<file path="src/rtl/frame_length_stream_arbiter.sv">
// rtl/frame_length_stream_arbiter.sv - frame-level round-robin merge of length-prefixed byte streams
module frame_length_stream_arbiter #(
  parameter int NUM_PORTS   = 2,
  parameter int DATA_WIDTH  = 8,
  parameter int GRANT_WIDTH = (NUM_PORTS > 1) ? $clog2(NUM_PORTS) : 1
) (
  input  logic                            clk,
  input  logic                            rstn,
  input  logic [NUM_PORTS*DATA_WIDTH-1:0] s_axis_tdata,
  input  logic [NUM_PORTS-1:0]            s_axis_tvalid,
  output logic [NUM_PORTS-1:0]            s_axis_tready,
  input  logic [NUM_PORTS-1:0]            s_axis_tlast,
  output logic [DATA_WIDTH-1:0]           m_axis_tdata,
  output logic                            m_axis_tvalid,
  input  logic                            m_axis_tready,
  output logic                            m_axis_tlast,
  output logic [GRANT_WIDTH-1:0]          grant_index,
  output logic                            busy
);

  typedef enum logic {
    IDLE = 1'b0,
    BUSY = 1'b1
  } state_e;

  state_e                 state_q;
  logic [GRANT_WIDTH-1:0] grant_q;
  logic [GRANT_WIDTH-1:0] last_grant_q;
  logic                   busy_q;

  logic [GRANT_WIDTH-1:0] pick_d;
  logic                   pick_valid_d;
  logic [GRANT_WIDTH-1:0] scan_idx;
  logic                   frame_done;

  // Round-robin scan starting just after the last served port; first requester wins.
  always_comb begin
    pick_d       = '0;
    pick_valid_d = 1'b0;
    scan_idx     = '0;
    for (int k = 1; k <= NUM_PORTS; k++) begin
      scan_idx = GRANT_WIDTH'((int'(last_grant_q) + k) % NUM_PORTS);
      if (!pick_valid_d && s_axis_tvalid[scan_idx]) begin
        pick_d       = scan_idx;
        pick_valid_d = 1'b1;
      end
    end
  end

  // The frame ends on the handshake of its tlast beat.
  assign frame_done = m_axis_tvalid & m_axis_tready & m_axis_tlast;

  // Arbitration FSM: IDLE picks a port, BUSY holds it until the frame's last beat is accepted.
  always_ff @(posedge clk or negedge rstn) begin
    if (!rstn) begin
      state_q      <= IDLE;
      grant_q      <= '0;
      last_grant_q <= GRANT_WIDTH'(NUM_PORTS - 1);
      busy_q       <= 1'b0;
    end else begin
      case (state_q)
        IDLE: begin
          if (pick_valid_d) begin
            grant_q <= pick_d;
            state_q <= BUSY;
            busy_q  <= 1'b1;
          end
        end
        BUSY: begin
          if (frame_done) begin
            last_grant_q <= grant_q;
            state_q      <= IDLE;
            busy_q       <= 1'b0;
          end
        end
        default: begin
          state_q <= IDLE;
          busy_q  <= 1'b0;
        end
      endcase
    end
  end

  // Zero-latency pass-through of the granted port; everything quiet while not locked.
  always_comb begin
    m_axis_tdata  = '0;
    m_axis_tvalid = 1'b0;
    m_axis_tlast  = 1'b0;
    s_axis_tready = '0;
    if (busy_q) begin
      m_axis_tdata           = s_axis_tdata[int'(grant_q)*DATA_WIDTH +: DATA_WIDTH];
      m_axis_tvalid          = s_axis_tvalid[grant_q];
      m_axis_tlast           = s_axis_tlast[grant_q];
      s_axis_tready[grant_q] = m_axis_tready;
    end
  end

  assign grant_index = grant_q;
  assign busy        = busy_q;

endmodule
</file>
<file path="config.mk">
export PLATFORM = sky130hd
export DESIGN_NAME = frame_length_stream_arbiter
export DESIGN_NICKNAME = d
export VERILOG_FILES = /design/src/rtl/frame_length_stream_arbiter.sv
export SDC_FILE = /design/constraint.sdc
export NUM_CORES = 1
export LEC_CHECK = 0
export BUFFER_PORTS_ARGS = -buffer_cell sky130_fd_sc_hd__buf_2
export CAP_MARGIN = 20
export CORE_AREA = 2 2 39 41
export DETAILED_ROUTE_END_ITERATION = 6
export DIE_AREA = 0 0 41 43
export PLACE_DENSITY = 0.73
export SYNTH_ARGS = -nofsm -noshare
export SYNTH_HDL_FRONTEND = slang
export SYNTH_SLANG_ARGS = --single-unit
</file>
<file path="constraint.sdc">
create_clock -name clk -period 2.1 [get_ports clk]
set_clock_uncertainty 0.1 [all_clocks]
set_input_delay 0.21 -clock clk [delete_from_list [all_inputs] [get_ports clk]]
set_output_delay 0.21 -clock clk [all_outputs]
set_load 0.03 [all_outputs]
</file>
# After elaboration in Yosys (flattened, before gate mapping)
# Cells that the tools add are included.
# Widths: inputs -> output; s select.
[totals]
register_bits = 4
in_bits = 23
output_inout_bits = 14
wordCells = 47
[classes]
n_addsub = 2
order_cmp = 4
eq_ne = 2
shift = 1
n_mux = 24
bitwise_logic = 4
reduce_logical = 6
[ops]
columns = ["cell", "count"]
rows = [
  ["$mux 1", 19],
  ["$shiftx 16x5->8", 1],
  ["$mux 8", 1],
  ["$lt 1x2->1 const B", 3],
  ["$reduce_and 2->1", 3],
  ["$pmux 1 s2", 2],
  ["$add 1x1->1 const B", 2],
  ["$and 1x1->1", 2],
  ["$and 2x2->2", 1],
  ["$logic_and 1x1->1", 2],
  ["$mux 2", 1],
  ["$ne 2x1->1 const B", 1],
  ["$ne 2x2->1 const B", 1],
  ["$demux 1 s1", 1],
  ["$ge 1x1->1 const B", 1],
  ["$logic_not 1->1", 1],
  ["$not 1->1", 1],
]

# Depth between registers and ports, before layout
# Gate-level depths: netlist (run 1).
[logic_depth]
word_depth = 9
ltp_mapped = 4
ltp_nobuf = 3

# Worst setup path before layout (run 1)
# OpenSTA, ideal clock, no wires.
[synth_path]
kind = "flip-flop to output port"
startpoint = "register grant_q, in the netlist grant_index"
endpoint = "output m_axis_tdata[0]"
arrival_ns = 1.625
t_required_ns = 1.790
path_slack_ns = 0.165
path_stages_with_launch = 5
n_path_buf = 2
cell_sequence = "dfrtp_1 -> buf_6 -> clkbuf_1 -> mux2i_1 -> nor2b_1"
[synth_via]
elab_chain_cells = 2
[synth_lines]
columns = ["item", "line_no", "source"]
rows = [
  ["from (decl)", "27", "logic [GRANT_WIDTH-1:0] grant_q;"],
  ["from (signal assigned)", "64", "grant_q <= pick_d;"],
  ["$shiftx 16x5->8", "91", "m_axis_tdata = s_axis_tdata[int'(grant_q)*DATA_WIDTH +: DATA_WIDTH];"],
  ["$mux 8", "90", "if (busy_q) begin"],
  ["to (decl)", "13", "output logic [DATA_WIDTH-1:0] m_axis_tdata,"],
]
# Every way passes these cells.

# Worst setup path in the final report (run 1)
[layout_path]
startpoint = "register grant_q, in the netlist grant_index"
endpoint = "output m_axis_tdata[6]"
# The elaborated chain is that of the path after synthesis.

==> impl_metrics.tcl, run 1 <==
set metrics [dict create \
    multi_input_area_um2 249 \
    critPathLaunchType "flop" \
    cts_max_path_buffers 2 \
    start_util 0.269 \
    critPathSlowestCell "dfrtp_1" \
    p_int_w 0.000427 \
    worst_pin_slew_ns 0.335 \
    ys_ff_latch 4 \
    final_hold_viol_count 0 \
    fp.dieW_um 41 \
    ys_seq_area_frac 0.272 \
    worstPathMaxFanout 10 \
    syn_inst 40 \
    slowest_delay_ns 0.45 \
    grt_max_degree 17 \
    htreeDepth 1 \
    fin_nets 103 \
    vdd_drop_max_mv 0.486 \
    worst_ep_arrival_time_ns 1.38 \
    endpoint_kind "output pin" \
    syn_nets 63 \
    die-area_um2 1760 \
    gp_congestion 0.771 \
    worstPathCellList "buf_4, mux2i_1, nor2b_1, buf_2" \
    port_buffers 36 \
    cp_num_buf_inv 2 \
    grt_setup_unrepaired "false" \
    track_usage 0.134 \
    worst_hold_slack_ns 0.168 \
    drtIter0Drc 3 \
    antenna_left 0 \
    final-seq-area_um2 101 \
    antenna_found_initial 0 \
    via_per_inst 4.52 \
    drc 0 \
    n_antenna_cell 0 \
    cts_buffers 3 \
    wire_per_inst_um 10.8 \
    seq_power_share 0.192 \
    post-route-min-period_ns 1.69 \
    hp-class "in2reg" \
    p_sw_w 0.000461 \
    clk_pin_slew_ns 0.04 \
    clockRootBuffer "clkbuf_4" \
    fmax_mhz 591 \
    fillers 152 \
    pin_count 37 \
    relSlewSlack 0.777 \
    numClockSinks 4 \
    pwr_density_cell_nw_per_um2 1490 \
    fin_crit_sh 0.805 \
    grt_pass1_vias 407 \
    yosysUniqueCellTypes 17 \
    synth_area_um2 373 \
    holdPathStages 2 \
    finalSetupTns_ns 0 \
    clk_latency_ns 0.24 \
    cp_top_family "flip-flops" \
    via_count 429 \
    maxCapViolCount 0 \
    routed_wl_um 1030 \
    path_class "reg2out" \
    setup_viol 0 \
    worst_ep_required_time_ns 1.79 \
    firstDrtPassIters 3 \
    reg2reg_depth 3 \
    worst-path-stages 4 \
    areaGrowthSynthToFinish_pct 60.4 \
    outcome "finished, final reports clean" \
    slew_violations 0 \
    die_y_um 43 \
    grt-ovfl-total 0 \
    swShare 0.519 \
    avgSynthCellArea_um2 9.32 \
    pwr-share-comb 0.685 \
    num_rows 14 \
    drive_above_1_share 0.544 \
    leakagePower_nw 0.340 \
    cts_tree "done" \
    r2r_slack_ns 0.44 \
    yosys_warnings 0 \
    grt_pass1_wl_um 1490 \
    pwr-share-clk 0.123 \
    core_area_um2 1380 \
]
what timing repair did:
action	in CTS	in global routing
hold buffers	1	0
hold endpoints to repair	4	0
setup buffers	0	0
resized for setup	0	0
flip-flops by register name, summed over array words and instances, names as in the netlist:
| name | flops |
|---|---|
| busy | 1 |
| grant_index | 1 |
| last_grant_q | 1 |
| state_q | 1 |
per-stage QoR:
| stage | cell area (um2) | setup slack, ns | utilization | power, W | cells |
|---|---|---|---|---|---|
| final | 598 | 0.409 | 0.432 | 0.000889 | 95 |
| after detailed placement | 562 | 0.439 | 0.406 | 0.000785 | 90 |
| after CTS | 598 | 0.390 | 0.432 | 0.000902 | 95 |
| after floorplan | 373 | 0.165 | - | 0.000639 | 40 |
| after global routing | 598 | 0.299 | 0.432 | 0.000952 | 95 |
| after global placement | 562 | 0.482 | 0.406 | 0.000775 | 90 |
final timing paths:
check / from / end
max reg2reg: grant_index / last_grant_q
max in group asynchronous: rstn / last_grant_q
min: s_axis_tvalid[1] / grant_index
max: grant_index / m_axis_tdata[6]
min in group asynchronous: rstn / grant_index
min reg2reg: state_q / busy
final cells by class:
type,instances,share of cell area
Sequential cell,4,0.169
Multi-Input combinational cell,32,0.416
Clock buffer,4,0.0439
Inverter,1,0.00628
Tap cell,16,0.0335
Timing Repair Buffer,38,0.331
synth_stat cells (all sizes together):
library cell	number	area (um2)
o2bb2ai	1	8.76
nand3	1	5.00
dfstp	1	26.3
or4b	1	13.8
nor2b	9	56.3
inv	1	3.75
buf	1	11.3
a21boi	1	7.51
mux2	1	15.0
and3	1	6.26
mux2i	10	100
nor2	2	7.51
a32o	1	10.0
and2b	1	7.51
nand2	3	11.3
dfrtp	3	75.1
clkbuf	2	7.51
placed cells by master, fill, tap and decap left out, drive strengths merged:
cell,instances
buf,37
a21boi,1
or4b,1
dfstp,1
o2bb2ai,1
dfrtp,3
nor2,2
and2b,1
a32o,1
clkbuf,4
dlygate4sd3,1
mux2,1
and3,1
mux2i,10
nand2,3
inv,1
nand3,1
nor2b,9
power by group through the flow:
stage	Sequential, W	Combinational (W)	Clock [W]
6_report	0.000171	0.000608	0.000109
3_5_place_dp	0.000171	0.000614	0
5_1_grt	0.000180	0.000647	0.000125
3_3_place_gp	0.000169	0.000606	0
2_1_floorplan	0.000179	0.000460	0
4_1_cts	0.000172	0.000616	0.000115
cells by family (layout without fill, tap and decap cells):
family,count (synthesis),in the layout,synth area share
AO/OA/AOI/OAI,3,3,0.0705
buffers and inverters,4,43,0.0604
flip-flops,4,4,0.272
multiplexers,11,11,0.309
AND/OR/NAND/NOR,18,18,0.289
routing by layer:
metal,GRT usage,wire length (um),vias up
li1,-,-,215
met1,0.114,378,196
met2,0.213,538,14
met3,0.0942,87,4
met4,0.0800,25,0
met5,0,0,-
(Power assumes the default switching activity.)
==> inputs of run 2 (changes only) <==
==> constraint.sdc (replaced) <==
create_clock -name clk -period 1.65 [get_ports clk]
set_clock_uncertainty 0.1 [all_clocks]
set_input_delay 0.165 -clock clk [delete_from_list [all_inputs] [get_ports clk]]
set_output_delay 0.165 -clock clk [all_outputs]
set_load 0.03 [all_outputs]
==> run 2 against run 1 <==
- largest cell class unchanged
- clock power grew 20%
- final cell count is 3.2% higher
- core utilization increased by 3.3 points
- critical endpoint is now last_grant_q
- sequential share of layout area down 1.0 points
- largest power group unchanged
==> impl_metrics.tcl, run 2 (synthesized netlist as in run 1, its figures left out) <==
set metrics [dict create \
    areaGrowthSynthToFinish_pct 72.8 \
    finalPower_w 0.00123 \
    outcome "finished, final reports clean" \
    cp-endpoint "last_grant_q" \
    worstPathCellList "mux2i_1, or4b_4, mux2_4" \
    grt-ovfl-total 0 \
    place_area_um2 586 \
    fin_cells 98 \
    wire_per_inst_um 10.6 \
    start_util 0.269 \
    n_antenna_cell 0 \
    finalSetupTns_ns 0 \
    multi_input_area_um2 268 \
    layout_commonest_cell "buf_2" \
    fp.dieW_um 41 \
    worst_ep_arrival_time_ns 1.69 \
    drive_above_1_share 0.659 \
    routed_wl_um 1040 \
    gp_congestion 0.692 \
    busiest_layer "met2" \
    final_cell_mix "36 x buf_2, 9 x mux2i_1, 6 x nor2b_2" \
    via_per_inst 4.42 \
    stdcell_area_um2 644 \
    pin_count 37 \
    post-route-min-period_ns 1.64 \
    slew_violations 0 \
    fillers 143 \
    hp-class "in2reg" \
    cts_buffers 3 \
    antenna_left 0 \
    pwr_density_cell_nw_per_um2 1910 \
    reg2reg_depth 3 \
    cp-startpoint "grant_index" \
    worstPathMaxFanout 4 \
    r2r-end "last_grant_q" \
    r2r_slack_ns 0.006 \
    grt.met1_usage 0.134 \
    fin_nets 106 \
    num_rows 14 \
    drc 0 \
    dpl.cell_count 91 \
    grt_pass1_vias 451 \
    clk_pin_slew_ns 0.04 \
    die_y_um 43 \
    setup_viol 0 \
    fin_crit_sh 0.996 \
    grt_use_met3 0.0209 \
    critPathLaunchType "flop" \
    path_class "reg2reg" \
    port_buffers 36 \
    fmax_mhz 608 \
    slowest_delay_ns 0.55 \
    grt_pass1_wl_um 1630 \
    grt_setup_unrepaired "true" \
    firstDrtPassIters 1 \
    die-area_um2 1760 \
    relSlewSlack 0.851 \
    numClockSinks 4 \
    clockRootBuffer "clkbuf_4" \
    antenna_found_initial 0 \
    via_count 433 \
    cts_max_path_buffers 2 \
    worst_pin_slew_ns 0.218 \
    endpoint_kind "flop" \
    grt_use_met2 0.234 \
    worst_slack_ns 0.00619 \
    critPathSlowestCell "or4b_4" \
    dp_hpwl_um 835 \
    htreeDepth 1 \
    track_usage 0.136 \
    maxCapViolCount 0 \
    grt_max_degree 12 \
    worst_ep_required_time_ns 1.70 \
    core_area_um2 1380 \
    r2r-start "grant_index" \
    drtIter0Drc 0 \
    final-seq-area_um2 103 \
    cts_tree "done" \
    post-place-ws_ns 0.0133 \
    clk_latency_ns 0.24 \
    leakagePower_nw 0.361 \
    vdd_drop_max_mv 0.661 \
    final_hold_viol_count 0 \
]
## run 2: cell count changes in the layout (fill, tap and decap cells not counted), sizes merged
| cell | change |
|---|---|
| buf | +3 |
## run 2: cell type report
| type | instances | area share |
|---|---|---|
| Inverter | 1 | 0.00583 |
| Multi-Input combinational cell | 32 | 0.416 |
| Timing Repair Buffer | 41 | 0.348 |
| Sequential cell | 4 | 0.159 |
| Tap cell | 16 | 0.0311 |
| Clock buffer | 4 | 0.0408 |
## run 2: power by group
group | total [W] | switching, W | leakage, nW | internal, W
logic | 0.000896 | 0.000516 | 0.305 | 0.000379
clock network | 0.000131 | 0.0000406 | 0.0150 | 0.0000907
registers | 0.000201 | 0.0000497 | 0.0418 | 0.000151
## run 2: metal layers
| metal | share of wire | vias to the layer above |
|---|---|---|
| met5 | 0 | - |
| met4 | 0 | 0 |
| met3 | 0.10 | 0 |
| met2 | 0.55 | 27 |
| met1 | 0.35 | 183 |
| li1 | - | 223 |
## run 2: what timing repair did
action	4_1_cts	5_1_grt
cloned	0	0
hold buffers	1	0
setup buffers	1	1
endpoints found under the setup margin	1	7
endpoints found under the hold margin	4	0
resized for setup	0	2
## run 2: stage by stage
step,hold WS [ns],utilization
after detailed placement,-0.127,0.423
after CTS,0.118,0.455
after global placement,-0.126,0.423
after global routing,0.149,0.466
final,0.126,0.466
after floorplan,-0.231,-
## run 2: critical path: cells and delay by family (launching register included)
| kind | cells | cell delay (ns) |
|---|---|---|
| flip-flops | 1 | 0.43 |
| multiplexers | 2 | 0.47 |
| AND/OR/NAND/NOR | 1 | 0.55 |
## run 2: how the worst min path moves through the flow
stage                     start     endpoint  slack, ns  cells after the start
2_1_floorplan              rstn         busy      -0.23                      0
3_3_place_gp               rstn      state_q      -0.13                      1
3_5_place_dp               rstn      state_q      -0.13                      1
4_1_cts        s_axis_tvalid[1]  grant_index       0.12                      2
5_1_grt        s_axis_tvalid[1]  grant_index       0.15                      2
6_report       s_axis_tvalid[1]  grant_index       0.13                      2
